===== config.mk =====
export PLATFORM = sky130hd
export DESIGN_NAME = seq_divider
export DESIGN_NICKNAME = d
export VERILOG_FILES = /design/src/rtl/seq_div_pkg.sv /design/src/rtl/seq_div_step.sv /design/src/rtl/seq_divider.sv
export SDC_FILE = /design/constraint.sdc
export NUM_CORES = 1
export LEC_CHECK = 0
export CAP_MARGIN = 15
export CORE_ASPECT_RATIO = 2
export CORE_MARGIN = 8
export CORE_UTILIZATION = 50
export CTS_CLUSTER_DIAMETER = 50
export DETAILED_ROUTE_END_ITERATION = 7
export PLACE_DENSITY = 0.75
export SETUP_SLACK_MARGIN = 0.5
export SYNTH_ARGS = -nofsm -noshare
export SYNTH_HDL_FRONTEND = slang
export SYNTH_SLANG_ARGS = --single-unit
export TNS_END_PERCENT = 1

===== constraint.sdc =====
create_clock -name clk -period 18.3 [get_ports clk]
set_input_delay 3.66 -clock clk [delete_from_list [all_inputs] [get_ports clk]]
set_output_delay 3.66 -clock clk [all_outputs]
set_load 0.005 [all_outputs]

===== src/rtl/seq_div_pkg.sv =====
// Shared types and helpers for the iterative restoring divider.
package seq_div_pkg;

  typedef enum logic [1:0] {
    IDLE,
    BUSY,
    DONE
  } seq_div_state_t;

  function automatic int cnt_w(input int n);
    return $clog2(n);
  endfunction

endpackage


===== src/rtl/seq_div_step.sv =====
// One restoring-division step: shift the next dividend bit into the partial
// remainder and subtract the divisor if it fits.
module seq_div_step #(
  parameter int N = 65
) (
  input  logic [N-1:0] r,
  input  logic         q_msb,
  input  logic [N-1:0] divisor,
  output logic [N-1:0] r_next,
  output logic         q_bit
);

  logic [N:0] r_shift;
  logic [N:0] div_ext;

  // The extra top bit keeps the shifted remainder exact when the divisor
  // exceeds 2^(N-1); the difference always fits back into N bits.
  always_comb begin
    r_shift = {r, q_msb};
    div_ext = {1'b0, divisor};
    q_bit   = (r_shift >= div_ext);
    r_next  = q_bit ? N'(r_shift - div_ext) : r_shift[N-1:0];
  end

endmodule


===== src/rtl/seq_divider.sv =====
// Iterative unsigned restoring divider, one quotient bit per clock, with
// valid/ready ports on both sides. SEQ_DIV_DBZ_EN adds a fast divide-by-zero path and dbz flag.
module seq_divider
  import seq_div_pkg::*;
#(
  parameter int N = 65
) (
  input  logic         clk,
  input  logic         rst,
  input  logic         in_valid,
  output logic         in_ready,
  input  logic [N-1:0] dividend,
  input  logic [N-1:0] divisor,
  output logic         out_valid,
  input  logic         out_ready,
  output logic [N-1:0] quot,
  output logic [N-1:0] rem
`ifdef SEQ_DIV_DBZ_EN
  ,
  output logic         dbz
`endif
);

  localparam int            CW       = cnt_w(N);
  localparam logic [CW-1:0] CNT_LAST = CW'(N - 1);

  seq_div_state_t state_q, state_d;
  logic [CW-1:0]  cnt_q, cnt_d;
  logic [N-1:0]   q_q, q_d;
  logic [N-1:0]   r_q, r_d;
  logic [N-1:0]   div_q, div_d;
  logic [N-1:0]   quot_q, quot_d;
  logic [N-1:0]   rem_q, rem_d;
  logic           in_ready_q, in_ready_d;
  logic           out_valid_q, out_valid_d;
  logic [N-1:0]   q_shift;
  logic [N-1:0]   r_next;
  logic           q_bit;
`ifdef SEQ_DIV_DBZ_EN
  logic           dbz_q, dbz_d;
`endif

  seq_div_step #(
    .N(N)
  ) u_step (
    .r      (r_q),
    .q_msb  (q_q[N-1]),
    .divisor(div_q),
    .r_next (r_next),
    .q_bit  (q_bit)
  );

  always_comb begin
    state_d = state_q;
    cnt_d   = cnt_q;
    q_d     = q_q;
    r_d     = r_q;
    div_d   = div_q;
    quot_d  = quot_q;
    rem_d   = rem_q;
`ifdef SEQ_DIV_DBZ_EN
    dbz_d   = dbz_q;
`endif
    q_shift = {q_q[N-2:0], q_bit};

    unique case (state_q)
      IDLE: begin
        if (in_valid && in_ready_q) begin
          div_d   = divisor;
          q_d     = dividend;
          r_d     = '0;
          cnt_d   = '0;
          state_d = BUSY;
        end
      end
      BUSY: begin
`ifdef SEQ_DIV_DBZ_EN
        // A zero divisor is resolved in the first busy cycle; q_q still holds the dividend.
        if (div_q == '0) begin
          state_d = DONE;
          quot_d  = '1;
          rem_d   = q_q;
          dbz_d   = 1'b1;
        end else begin
`endif
          q_d = q_shift;
          r_d = r_next;
          if (cnt_q == CNT_LAST) begin
            state_d = DONE;
            quot_d  = q_shift;
            rem_d   = r_next;
          end else begin
            cnt_d = cnt_q + 1'b1;
          end
`ifdef SEQ_DIV_DBZ_EN
        end
`endif
      end
      DONE: begin
        if (out_ready) begin
          state_d = IDLE;
`ifdef SEQ_DIV_DBZ_EN
          dbz_d   = 1'b0;
`endif
        end
      end
      default: state_d = IDLE;
    endcase

    in_ready_d  = (state_d == IDLE);
    out_valid_d = (state_d == DONE);
  end

  always_ff @(posedge clk) begin
    if (rst) begin
      state_q     <= IDLE;
      cnt_q       <= '0;
      in_ready_q  <= 1'b1;
      out_valid_q <= 1'b0;
      quot_q      <= '0;
      rem_q       <= '0;
`ifdef SEQ_DIV_DBZ_EN
      dbz_q       <= 1'b0;
`endif
    end else begin
      state_q     <= state_d;
      cnt_q       <= cnt_d;
      in_ready_q  <= in_ready_d;
      out_valid_q <= out_valid_d;
      quot_q      <= quot_d;
      rem_q       <= rem_d;
`ifdef SEQ_DIV_DBZ_EN
      dbz_q       <= dbz_d;
`endif
    end
  end

  // Working registers carry no reset; they are reloaded on every accept.
  always_ff @(posedge clk) begin
    q_q   <= q_d;
    r_q   <= r_d;
    div_q <= div_d;
  end

  assign in_ready  = in_ready_q;
  assign out_valid = out_valid_q;
  assign quot      = quot_q;
  assign rem       = rem_q;
`ifdef SEQ_DIV_DBZ_EN
  assign dbz       = dbz_q;
`endif

endmodule

==> qor.txt, run 1 <==
SYNTHESIS
------------------------------------------------------------------------------
Cell accounting for the most synthesized area                     sky130_fd_sc_hd__edfxtp_1
Mapped Cells                                                             1,854
Multiplexer area fraction after synthesis                              0.01326
Netlist area before placement                                     0.01689 sq mm
Main area contributors after synthesis                            sky130_fd_sc_hd__edfxtp_1 35%, sky130_fd_sc_hd__dfxtp_1 17%, sky130_fd_sc_hd__nand2_1 9.2%
Compound-Gate Fraction of Synth Area                                    0.1617
EDFF count, synth                                                          195
Top-count cell post-synth                                         sky130_fd_sc_hd__nand2_1
Syn_nets                                                                 2,056
Portion of the post-synthesis area used by sequential elements          0.5138
Flip-flop and latch count after synthesis                                  336
Fraction of synthesized cell area in xor and xnor cells                0.03111
Post-synthesis simple-gate area fraction                                0.1812
Yosys warning count                                                          0
Most frequent cells after synthesis                               415 x sky130_fd_sc_hd__nand2_1, 195 x sky130_fd_sc_hd__a21oi_1, 195 x sky130_fd_sc_hd__edfxtp_1
Adder-cell share of the synthesized area                               0.05082
Dominant combinational cell family by area after synthesis        simple AND/OR/NAND/NOR gates
Average footprint of a synthesized cell                            9.110 sq um
Share of flip-flops with an asynchronous set or reset                        0
Share of Yosys cell area claimed by the top area cell type              0.3467
Predominant post-synthesis flop cell                              sky130_fd_sc_hd__edfxtp_1
Distinct cell type count after synthesis                                    69

PLACE
------------------------------------------------------------------------------
Worst Setup Slack post-DPL                                           11,480 ps
Total of buffers placed on input and output ports                          265
Gpl congestion                                                          0.8996
Post-Place Cells                                                         2,452
Cell area after placement                                         0.01973 sq mm
Placed wire-length estimate after detailed placement                  34.88 mm

CTS
------------------------------------------------------------------------------
Clock-pin slew on the worst setup and hold paths                         70 ps
Skew-Pair Late Insertion Delay                                          580 ps
Maximum root-to-sink buffer count                                            3
Maximum level of the CTS H-tree                                              1
Clk root buf                                                      sky130_fd_sc_hd__clkbuf_16
Clock buffer count from CTS                                                 30
Number of instances resized during post-cts repair                           0
Post-CTS setup-driven buffer insertion count                                 0
Clock tree from TritonCTS                                                  yes
Clock Sink Count                                                           336
Hold buffer count at CTS                                                     0

STA
------------------------------------------------------------------------------
Fin Setup TNS                                                             0 ps
Maximum frequency from static timing analysis                        161.4 MHz
Setup repair after global routing missed its margin                         no
Final hold violation count                                                   0
Slew Viols, Final                                                            0
Clock period minus final worst setup slack                             6197 ps
Setup ws final                                                       12,100 ps
Slew at the pin closest to its max-slew limit                          1108 ps
Count of final setup violators                                               0
Post-route fraction of the period consumed by the critical path         0.3386
Clock Skew                                                            22.81 ps
Worst-case headroom to the max-slew limit                               0.2614
Worst Hold Margin                                                     453.6 ps

GLOBAL ROUTE
------------------------------------------------------------------------------
Global-route wire length before repair                                75.60 mm
Total Routing Usage GR                                                  0.2325
Pin count of the biggest net entering global routing                       107
Initial antenna violation count                                              2
Number of global-route vias before repair                               14,638
Residual overflow from global routing                                        0

DETAILED ROUTING
------------------------------------------------------------------------------
Number of detailed-route iterations in the first pass                        5
DRC                                                                          0
DRT Wirelength                                                        47.95 mm
Wirelength per Cell                                                   19.10 um
Violation count after the first detailed-routing iteration                 780
Antenna Violating Nets Remaining                                             0
Number of vias in the routed layout                                     14,011
Number of vias per cell after detailed routing                           5.582

CRITICAL PATH
------------------------------------------------------------------------------
Worst reg2reg endpoint                                                 r_q[11]
Beginning of the worst register-to-register path                       q_q[64]
Worst Path Max Fanout                                                       64
Endpoint type of the worst setup path                                     flop
Kind of critical path                                                   in2reg
Critical Path AT                                                       6410 ps
CP required                                                          18,510 ps
Reg2reg setup slack                                                  13,590 ps
Reg2Reg Depth                                                               15
Startpoint type of the worst setup path                              input pin

WORST HOLD PATH
------------------------------------------------------------------------------
Worst Hold Endpoint                                                   quot[62]
Number of stages on the worst hold path                                      2
Source of the worst hold timing path                                  quot[62]
Worst min-delay path category                                          reg2reg

CELLS AND AREA
------------------------------------------------------------------------------
Count of filler cells inserted in the layout                             2,842
Final core occ                                                          0.6198
Area of combinational cells with multiple inputs                  0.007433 sq mm
Final cell count without fillers                                         2,510
Cell area after layout                                            0.02070 sq mm
P&R area growth vs syn                                                  22.56%
Register area                                                     0.008678 sq mm
Fraction of layout cells with a size suffix above 1                    0.04102
Fin nets                                                                 2,250

STATUS
------------------------------------------------------------------------------
Outcome                                                           complete, no violations

FLOORPLAN
------------------------------------------------------------------------------
Area of the core                                                  0.03340 sq mm
Die extent in y                                                       275.9 um
Width of the chip                                                     146.0 um
Die Area                                                          0.04027 sq mm
Core Rows                                                                   95
Initial core utilization                                                0.5057
Number of top-level pins                                                   266

PWR
------------------------------------------------------------------------------
Power per cell area                                               99.02 mW/mm^2
Part of the power in registers                                           0.437
Clock network fraction of total power                                    0.305
Cell-internal power                                                   1.403 mW
Largest voltage drop on the vdd net                                   77.53 uV
Leakage Power                                                         7.918 nW
NetSw                                                                0.6471 mW
Fraction of power spent switching nets                                  0.3157
Total power of the final layout                                       2.050 mW
Part of the total power dissipated in combinational logic                0.258

FLOW RUN
------------------------------------------------------------------------------
Max_cap viols                                                                0

==> cells in the final DEF, fill, tap and decap left out, types with 4 or more instances in the layout <==
master,Yosys,layout
sky130_fd_sc_hd__nand2_1,415,414
sky130_fd_sc_hd__a221o_1,4,4
sky130_fd_sc_hd__a21oi_1,195,195
sky130_fd_sc_hd__nand3_1,12,12
sky130_fd_sc_hd__mux2i_1,19,19
sky130_fd_sc_hd__o21ai_0,55,55
sky130_fd_sc_hd__or2_2,5,5
sky130_fd_sc_hd__o31ai_1,5,5
sky130_fd_sc_hd__clkbuf_16,0,31
sky130_fd_sc_hd__a211oi_2,5,5
sky130_fd_sc_hd__clkdlybuf4s50_1,0,264
sky130_fd_sc_hd__or3_1,5,5
sky130_fd_sc_hd__dfxtp_1,141,141
sky130_fd_sc_hd__a211o_1,6,6
sky130_fd_sc_hd__inv_1,88,88
sky130_fd_sc_hd__nor2b_1,5,4
sky130_fd_sc_hd__xor2_1,26,26
sky130_fd_sc_hd__o21bai_1,19,19
sky130_fd_sc_hd__nand4_1,30,30
sky130_fd_sc_hd__o21a_1,8,8
sky130_fd_sc_hd__a31oi_1,13,13
sky130_fd_sc_hd__nor2_1,194,193
sky130_fd_sc_hd__a21o_1,20,20
sky130_fd_sc_hd__a211oi_1,60,60
sky130_fd_sc_hd__edfxtp_1,195,195
sky130_fd_sc_hd__o211ai_1,4,4
sky130_fd_sc_hd__clkbuf_1,102,11
sky130_fd_sc_hd__xnor2_1,34,34
sky130_fd_sc_hd__nand2b_1,8,7
sky130_fd_sc_hd__clkbuf_8,0,6
sky130_fd_sc_hd__ha_1,67,67
sky130_fd_sc_hd__buf_4,6,13
sky130_fd_sc_hd__and4_1,4,4
sky130_fd_sc_hd__and3_1,6,6
sky130_fd_sc_hd__and2_1,17,16
sky130_fd_sc_hd__nor3_1,20,19
==> power groups by stage <==
stage	Sequential, mW	Clock (mW)	Combinational (mW)
3_3_place_gp	0.909	0	0.520
2_1_floorplan	0.908	0	0.381
5_1_grt	0.901	0.660	0.585
6_report	0.895	0.625	0.530
3_5_place_dp	0.911	0	0.526
4_1_cts	0.895	0.637	0.529
==> cell type report <==
type,count,area share
multi-input cells,1315,0.3591
well taps,436,0.02635
repair buffers,277,0.1324
diodes,2,0.0002418
clock inverters,8,0.003324
inverters,88,0.01596
flip-flops and latches,336,0.4192
clock buffers,48,0.04346
==> worst max path at each step <==
stage / slack, ps / from / endpoint / cells after the start
6_report: 12100 / in_valid / q_q[54] / 5
5_1_grt: 11900 / in_valid / q_q[54] / 5
4_1_cts: 12110 / in_valid / q_q[54] / 5
3_5_place_dp: 11480 / in_valid / q_q[56] / 5
3_3_place_gp: 11560 / in_valid / q_q[55] / 5
2_1_floorplan: 7620 / in_valid / cnt_q[5] / 5
==> state kept, by name, summed over array words and instances (netlist names) <==
signal and cells:
cnt_q 7, div_q 65, in_ready 1, out_valid 1, q_q 65, quot 65, r_q 65, rem 65
state_q 2
==> critical path, cell delays in order <==
cell	delay, ps
sky130_fd_sc_hd__clkdlybuf4s50_1	480
sky130_fd_sc_hd__a21oi_1	120
sky130_fd_sc_hd__nor2_4	550
sky130_fd_sc_hd__buf_4	670
sky130_fd_sc_hd__buf_4	780
==> layer usage <==
metal / GRT usage / routed length, um / part of all wire / up-vias
li1: - / - / - / 6831
met1: 0.2294 / 17080 / 0.36 / 6649
met2: 0.4516 / 26150 / 0.55 / 412
met3: 0.04647 / 2599 / 0.054 / 119
met4: 0.1143 / 2116 / 0.044 / 0
met5: 0 / 0 / 0 / -
==> cell families after synthesis <==
group / count (synthesis)
muxes: 22
and+or+nand+nor: 734
xor gates and xnor gates: 60
buffers and inverters: 203
adders and majority gates: 68
AOI/OAI and AO/OA: 431
DFF: 336
Note: power is estimated with default switching activity, not from simulation.
==> run 2: changes to the inputs <==
--- a/config.mk
+++ b/config.mk
@@ -8,10 +8,10 @@
 export CAP_MARGIN = 15
 export CORE_ASPECT_RATIO = 2
 export CORE_MARGIN = 8
-export CORE_UTILIZATION = 50
+export CORE_UTILIZATION = 49
 export CTS_CLUSTER_DIAMETER = 50
 export DETAILED_ROUTE_END_ITERATION = 7
-export PLACE_DENSITY = 0.75
+export PLACE_DENSITY = 0.77
 export SETUP_SLACK_MARGIN = 0.5
 export SYNTH_ARGS = -nofsm -noshare
 export SYNTH_HDL_FRONTEND = slang
==> constraint.sdc (replaced) <==
create_clock -name clk -period 5.5 [get_ports clk]
set_input_delay 1.1 -clock clk [delete_from_list [all_inputs] [get_ports clk]]
set_output_delay 1.1 -clock clk [all_outputs]
set_load 0.005 [all_outputs]
==> qor.txt, run 2 (synthesis results as in run 1) <==
STATUS
------------------------------------------------------------------------------
Outcome                                                           complete, no violations

STA
------------------------------------------------------------------------------
Clock Skew                                                            29.75 ps
Setup repair after global routing missed its margin                         no
Clock period minus final worst setup slack                             4428 ps
Setup ws final                                                         1072 ps
Fin Setup TNS                                                             0 ps
Slew Viols, Final                                                            0
Slew at the pin closest to its max-slew limit                          1061 ps
Count of final setup violators                                               0
Post-route fraction of the period consumed by the critical path         0.8051
Maximum frequency from static timing analysis                        225.8 MHz
Final hold violation count                                                   0
Worst-case headroom to the max-slew limit                               0.2745

PLACE
------------------------------------------------------------------------------
Cell area after placement                                         0.01979 sq mm
Placed wire-length estimate after detailed placement                  36.13 mm
Total of buffers placed on input and output ports                          265
Worst Setup Slack post-DPL                                             1126 ps
Gpl congestion                                                          0.9393

CRITICAL PATH
------------------------------------------------------------------------------
Master of the slowest instance on the critical path               sky130_fd_sc_hd__or4b_1
CP required                                                            5830 ps
Kind of critical path                                                  reg2reg
Endpoint type of the worst setup path                                     flop
List of cells traversed by the critical path                      inv_1, ha_1, inv_1, fa_1, a21o_1, a211o_1, and3b_1, o311ai_1, or4b_1, a41oi_4, o31a_2, buf_4, nor2_1, a21oi_1, nor2_1
Crit-path max cell delay                                                540 ps
Worst Path Max Fanout                                                       23
Critical Path AT                                                       4750 ps
Startpoint type of the worst setup path                                   flop

CTS
------------------------------------------------------------------------------
Maximum root-to-sink buffer count                                            3
Hold buffer count at CTS                                                     0
Clock-pin slew on the worst setup and hold paths                         70 ps
Clock Sink Count                                                           336
Maximum level of the CTS H-tree                                              1
Skew-Pair Late Insertion Delay                                          600 ps
Clk root buf                                                      sky130_fd_sc_hd__clkbuf_16
Number of instances resized during post-cts repair                           0
Clock buffer count from CTS                                                 31
Clock tree from TritonCTS                                                  yes
Post-CTS setup-driven buffer insertion count                                 0

CELLS AND AREA
------------------------------------------------------------------------------
Fin nets                                                                 2,254
Cell area after layout                                            0.02089 sq mm
P&R area growth vs syn                                                  23.71%
Final core occ                                                          0.6125
Top library cells by usage in the layout, fill and taps aside     414 x sky130_fd_sc_hd__nand2_1, 264 x sky130_fd_sc_hd__clkdlybuf4s50_1, 195 x sky130_fd_sc_hd__a21oi_1, 195 x sky130_fd_sc_hd__edfxtp_1, 193 x sky130_fd_sc_hd__nor2_1
Most common library cell in the layout ignoring fill and taps     sky130_fd_sc_hd__nand2_1
Count of filler cells inserted in the layout                             2,979
Fraction of layout cells with a size suffix above 1                    0.04526
Antenna diodes                                                               0

DETAILED ROUTING
------------------------------------------------------------------------------
DRT Wirelength                                                        49.46 mm
Number of vias per cell after detailed routing                           5.608
Antenna Violating Nets Remaining                                             0
Violation count after the first detailed-routing iteration                 696
Number of vias in the routed layout                                     14,121
Wirelength per Cell                                                   19.64 um
DRC                                                                          0
Number of detailed-route iterations in the first pass                        5

GLOBAL ROUTE
------------------------------------------------------------------------------
Initial antenna violation count                                              0
Pin count of the biggest net entering global routing                        96
Total Routing Usage GR                                                  0.2340
Number of global-route vias before repair                               14,780
Global-route wire length before repair                                77.36 mm
Residual overflow from global routing                                        0

FLOORPLAN
------------------------------------------------------------------------------
Width of the chip                                                     147.3 um
Die Area                                                          0.04103 sq mm
Initial core utilization                                                0.4951
Die extent in y                                                       278.6 um
Area of the core                                                  0.03411 sq mm
Number of top-level pins                                                   266
Core Rows                                                                   96

FLOW RUN
------------------------------------------------------------------------------
Max_cap viols                                                                0

PWR
------------------------------------------------------------------------------
Leakage Power                                                         8.004 nW
Largest voltage drop on the vdd net                                   270.5 uV
Power per cell area                                               339.3 mW/mm^2
Total power of the final layout                                       7.090 mW

WORST HOLD PATH
------------------------------------------------------------------------------
Worst min-delay path category                                          reg2reg

==> run 2: cell count changes in the layout (fill, tap and decap cells not counted) <==
cell	delta
sky130_fd_sc_hd__bufinv_16	+5
sky130_fd_sc_hd__clkbuf_1	-4
sky130_fd_sc_hd__buf_12	+2
sky130_fd_sc_hd__clkinv_8	-2
sky130_fd_sc_hd__clkinvlp_4	+2
sky130_fd_sc_hd__diode_2	-2
sky130_fd_sc_hd__inv_8	+2
sky130_fd_sc_hd__buf_4	+1
sky130_fd_sc_hd__clkbuf_8	-1
sky130_fd_sc_hd__inv_16	+1
sky130_fd_sc_hd__inv_6	-1
sky130_fd_sc_hd__nor3_2	-1
sky130_fd_sc_hd__nor3_4	+1
==> run 2: worst max-delay path: cells and delay by family (launching register included) <==
kind / cells / cell delay (ps)
fa+ha+maj: 2 / 550
buf+inv: 3 / 470
compound gates: 6 / 1880
simple gates: 4 / 880
flops: 1 / 390
==> run 2: area by class of cell <==
class / instances / area [sq um] / share of cell area
Timing Repair Buffer: 280 / 2788 / 0.1334
Clock inverter: 15 / 235.2 / 0.01126
Multi-Input combinational cell: 1315 / 7440 / 0.3561
Sequential cell: 336 / 8678 / 0.4154
Inverter: 88 / 330.3 / 0.01581
Clock buffer: 43 / 870.8 / 0.04168
Tap cell: 441 / 551.8 / 0.02641
==> run 2: path summary, 6_finish.rpt <==
kind | slack, ps | startpoint | end | cells after the start
worst min register to register | 460 | rem[60] | rem[60] | 2
worst min-delay path | 460 | rem[60] | rem[60] | 2
worst max-delay path | 1070 | q_q[64] | r_q[4] | 15
worst max register to register | 1070 | q_q[64] | r_q[4] | 15
==> run 2: power by group <==
part / total (mW) / leakage [nW] / switching [mW] / internal [mW]
Combinational: 1.76 / 4.40 / 1.10 / 0.658
Sequential: 2.99 / 3.07 / 0.0967 / 2.89
Clock: 2.34 / 0.537 / 0.988 / 1.35
==> run 2: through the flow <==
| step | cells | hold slack [ps] |
|---|---|---|
| global placement | 2460 | 441.3 |
| detailed placement | 2460 | 447.5 |
| global route | 2518 | 471.5 |
| CTS | 2518 | 459.7 |
| floorplan | 1854 | 448.2 |
| finish | 2518 | 457.5 |
==> run 2: per-layer routing <==
metal | track usage | vias up | share of wire
met5 | 0 | - | 0
met4 | 0.1057 | 0 | 0.043
met3 | 0.05303 | 121 | 0.062
met2 | 0.4517 | 449 | 0.55
met1 | 0.2290 | 6704 | 0.35
li1 | - | 6847 | -
==> run 3: changes to the inputs <==
==> constraint.sdc (replaced) <==
create_clock -name clk -period 3.9 [get_ports clk]
set_input_delay 0.78 -clock clk [delete_from_list [all_inputs] [get_ports clk]]
set_output_delay 0.78 -clock clk [all_outputs]
set_load 0.005 [all_outputs]
==> qor.txt, run 3 (synthesis results as in run 1) <==
PLACE
------------------------------------------------------------------------------
Cell area after placement                                         0.02031 sq mm
Post-Place Cells                                                         2,512
Total of buffers placed on input and output ports                          265
Worst Setup Slack post-DPL                                           -134.4 ps
Gpl congestion                                                          0.9339
Placed wire-length estimate after detailed placement                  36.94 mm

STA
------------------------------------------------------------------------------
Slew Viols, Final                                                            0
Maximum frequency from static timing analysis                        259.5 MHz
Clock period minus final worst setup slack                             3854 ps
Setup ws final                                                        45.88 ps
Setup repair after global routing missed its margin                        yes
Worst-case headroom to the max-slew limit                               0.4378
Count of final setup violators                                               0
Post-route fraction of the period consumed by the critical path         0.9882
Clock Skew                                                            27.35 ps
Final hold violation count                                                   0
Slew at the pin closest to its max-slew limit                         843.3 ps

CELLS AND AREA
------------------------------------------------------------------------------
Most common library cell in the layout ignoring fill and taps     sky130_fd_sc_hd__nand2_1
Antenna diodes                                                               0
Fin nets                                                                 2,323
Final core occ                                                          0.6500
Final cell count without fillers                                         2,587
Count of filler cells inserted in the layout                             2,816
Cell area after layout                                            0.02217 sq mm
P&R area growth vs syn                                                  31.28%
Fraction of layout cells with a size suffix above 1                     0.1118
Top library cells by usage in the layout, fill and taps aside     413 x sky130_fd_sc_hd__nand2_1, 264 x sky130_fd_sc_hd__clkdlybuf4s50_1, 195 x sky130_fd_sc_hd__edfxtp_1

FLOORPLAN
------------------------------------------------------------------------------
Die extent in y                                                       278.6 um
Number of top-level pins                                                   266
Die Area                                                          0.04103 sq mm
Area of the core                                                  0.03411 sq mm
Initial core utilization                                                0.4951
Core Rows                                                                   96
Width of the chip                                                     147.3 um

PWR
------------------------------------------------------------------------------
Power per cell area                                               484.5 mW/mm^2
Total power of the final layout                                       10.74 mW
Largest voltage drop on the vdd net                                   388.5 uV
Leakage Power                                                         8.494 nW

CTS
------------------------------------------------------------------------------
Clock buffer count from CTS                                                 34
Clock tree from TritonCTS                                                  yes
Hold buffer count at CTS                                                     0
Clk root buf                                                      sky130_fd_sc_hd__clkbuf_16
Maximum level of the CTS H-tree                                              2
Clock-pin slew on the worst setup and hold paths                         70 ps
Maximum root-to-sink buffer count                                            3
Clock Sink Count                                                           336
Skew-Pair Late Insertion Delay                                          540 ps

GLOBAL ROUTE
------------------------------------------------------------------------------
Initial antenna violation count                                              1
Global-route wire length before repair                                79.41 mm
Total Routing Usage GR                                                  0.2416
Pin count of the biggest net entering global routing                        76
Residual overflow from global routing                                        0
Number of global-route vias before repair                               15,133

DETAILED ROUTING
------------------------------------------------------------------------------
Violation count after the first detailed-routing iteration                 628
Number of vias in the routed layout                                     14,573
DRT Wirelength                                                        51.53 mm
Wirelength per Cell                                                   19.92 um
DRC                                                                          0
Number of detailed-route iterations in the first pass                        5
Number of vias per cell after detailed routing                           5.633
Antenna Violating Nets Remaining                                             0

CRITICAL PATH
------------------------------------------------------------------------------
Reg2Reg Depth                                                               16
Startpoint type of the worst setup path                                   flop
Master of the slowest instance on the critical path               sky130_fd_sc_hd__or4b_4
List of cells traversed by the critical path                      inv_1, ha_2, inv_2, fa_2, a21o_1, a211o_1, and3b_2, o311ai_4, or4b_4, a41oi_4, o31a_4, buf_4, buf_12, nor2_1, mux2i_1, a21oi_1
Worst Path Max Fanout                                                       15
Crit-path max cell delay                                                510 ps
Critical Path AT                                                       4130 ps
Kind of critical path                                                  reg2reg
CP required                                                            4170 ps
Endpoint type of the worst setup path                                     flop

WORST HOLD PATH
------------------------------------------------------------------------------
Number of stages on the worst hold path                                      2
Worst min-delay path category                                          reg2reg

FLOW RUN
------------------------------------------------------------------------------
Max_cap viols                                                                0

STATUS
------------------------------------------------------------------------------
Outcome                                                           complete, no violations

run 3: cell types whose count changed in the layout (fill, tap and decap cells not counted), moves of 6 or more:
cell,before,now
sky130_fd_sc_hd__buf_4,14,55
sky130_fd_sc_hd__nor2_4,1,16
sky130_fd_sc_hd__buf_6,0,6
sky130_fd_sc_hd__clkbuf_16,31,39
sky130_fd_sc_hd__nor2_1,193,174
sky130_fd_sc_hd__a21oi_1,195,175
sky130_fd_sc_hd__mux2i_1,19,12
sky130_fd_sc_hd__a211oi_1,60,46
sky130_fd_sc_hd__a211oi_2,5,19
sky130_fd_sc_hd__buf_12,2,12
sky130_fd_sc_hd__a21oi_2,0,14
sky130_fd_sc_hd__a21oi_4,0,6
run 3: timing repair:
action | 4_1_cts | 5_1_grt
buffers inserted | 3 | 4
cloned | 2 | 4
endpoints found under the setup margin | 132 | 132
gates resized for setup | 111 | 8
pin swaps | 64 | 5
run 3: stage by stage:
stage / TNS, ps / hold WS (ps)
after floorplan: 0 / 448.2
after detailed placement: -3311 / 448.5
after global routing: -3002 / 468.9
after global placement: -1.136 / 440.9
after CTS: -87.17 / 458.5
final: 0 / 454.7
run 3: power by group:
| group | internal (mW) | total (mW) | switching, mW |
|---|---|---|---|
| registers | 4.07 | 4.22 | 0.150 |
| clock network | 1.86 | 3.30 | 1.44 |
| logic | 1.38 | 3.22 | 1.83 |
| total | 7.32 | 10.7 | 3.42 |
run 3: worst paths after layout:
kind	endpoint	from	slack [ps]
min reg2reg	quot[24]	quot[24]	450
min	quot[24]	quot[24]	450
max	r_q[57]	q_q[64]	50
max reg2reg	r_q[57]	q_q[64]	50
run 3: layout make-up:
class,instances,area (sq um),share of cell area
multi-input cells,1315,7913,0.3569
clock buffers,43,935.9,0.04221
clock inverters,18,181.4,0.008182
repair buffers,346,3582,0.1616
inverters,88,330.3,0.01490
well taps,441,551.8,0.02489
flip-flops and latches,336,8678,0.3914
run 3: routing by layer:
metal  global-route usage  part of all wire  wire length, um  vias to the layer above
met1               0.2352              0.34            17560                     6974
met3              0.05466             0.063             3241                      139
met5                    0                 0                0                        -
li1                     -                 -                -                     6979
met2               0.4616              0.55            28190                      481
met4               0.1225             0.049             2533                        0
run 3: worst max-delay path: cells and delay by family (launching register included):
| family | cells | cell delay (ps) |
|---|---|---|
| AND/OR/NAND/NOR | 3 | 790 |
| buffers and inverters | 4 | 380 |
| AO/OA/AOI/OAI | 6 | 1310 |
| adder cells (fa/ha/maj) | 2 | 540 |
| multiplexers | 1 | 190 |
| flip-flops | 1 | 390 |
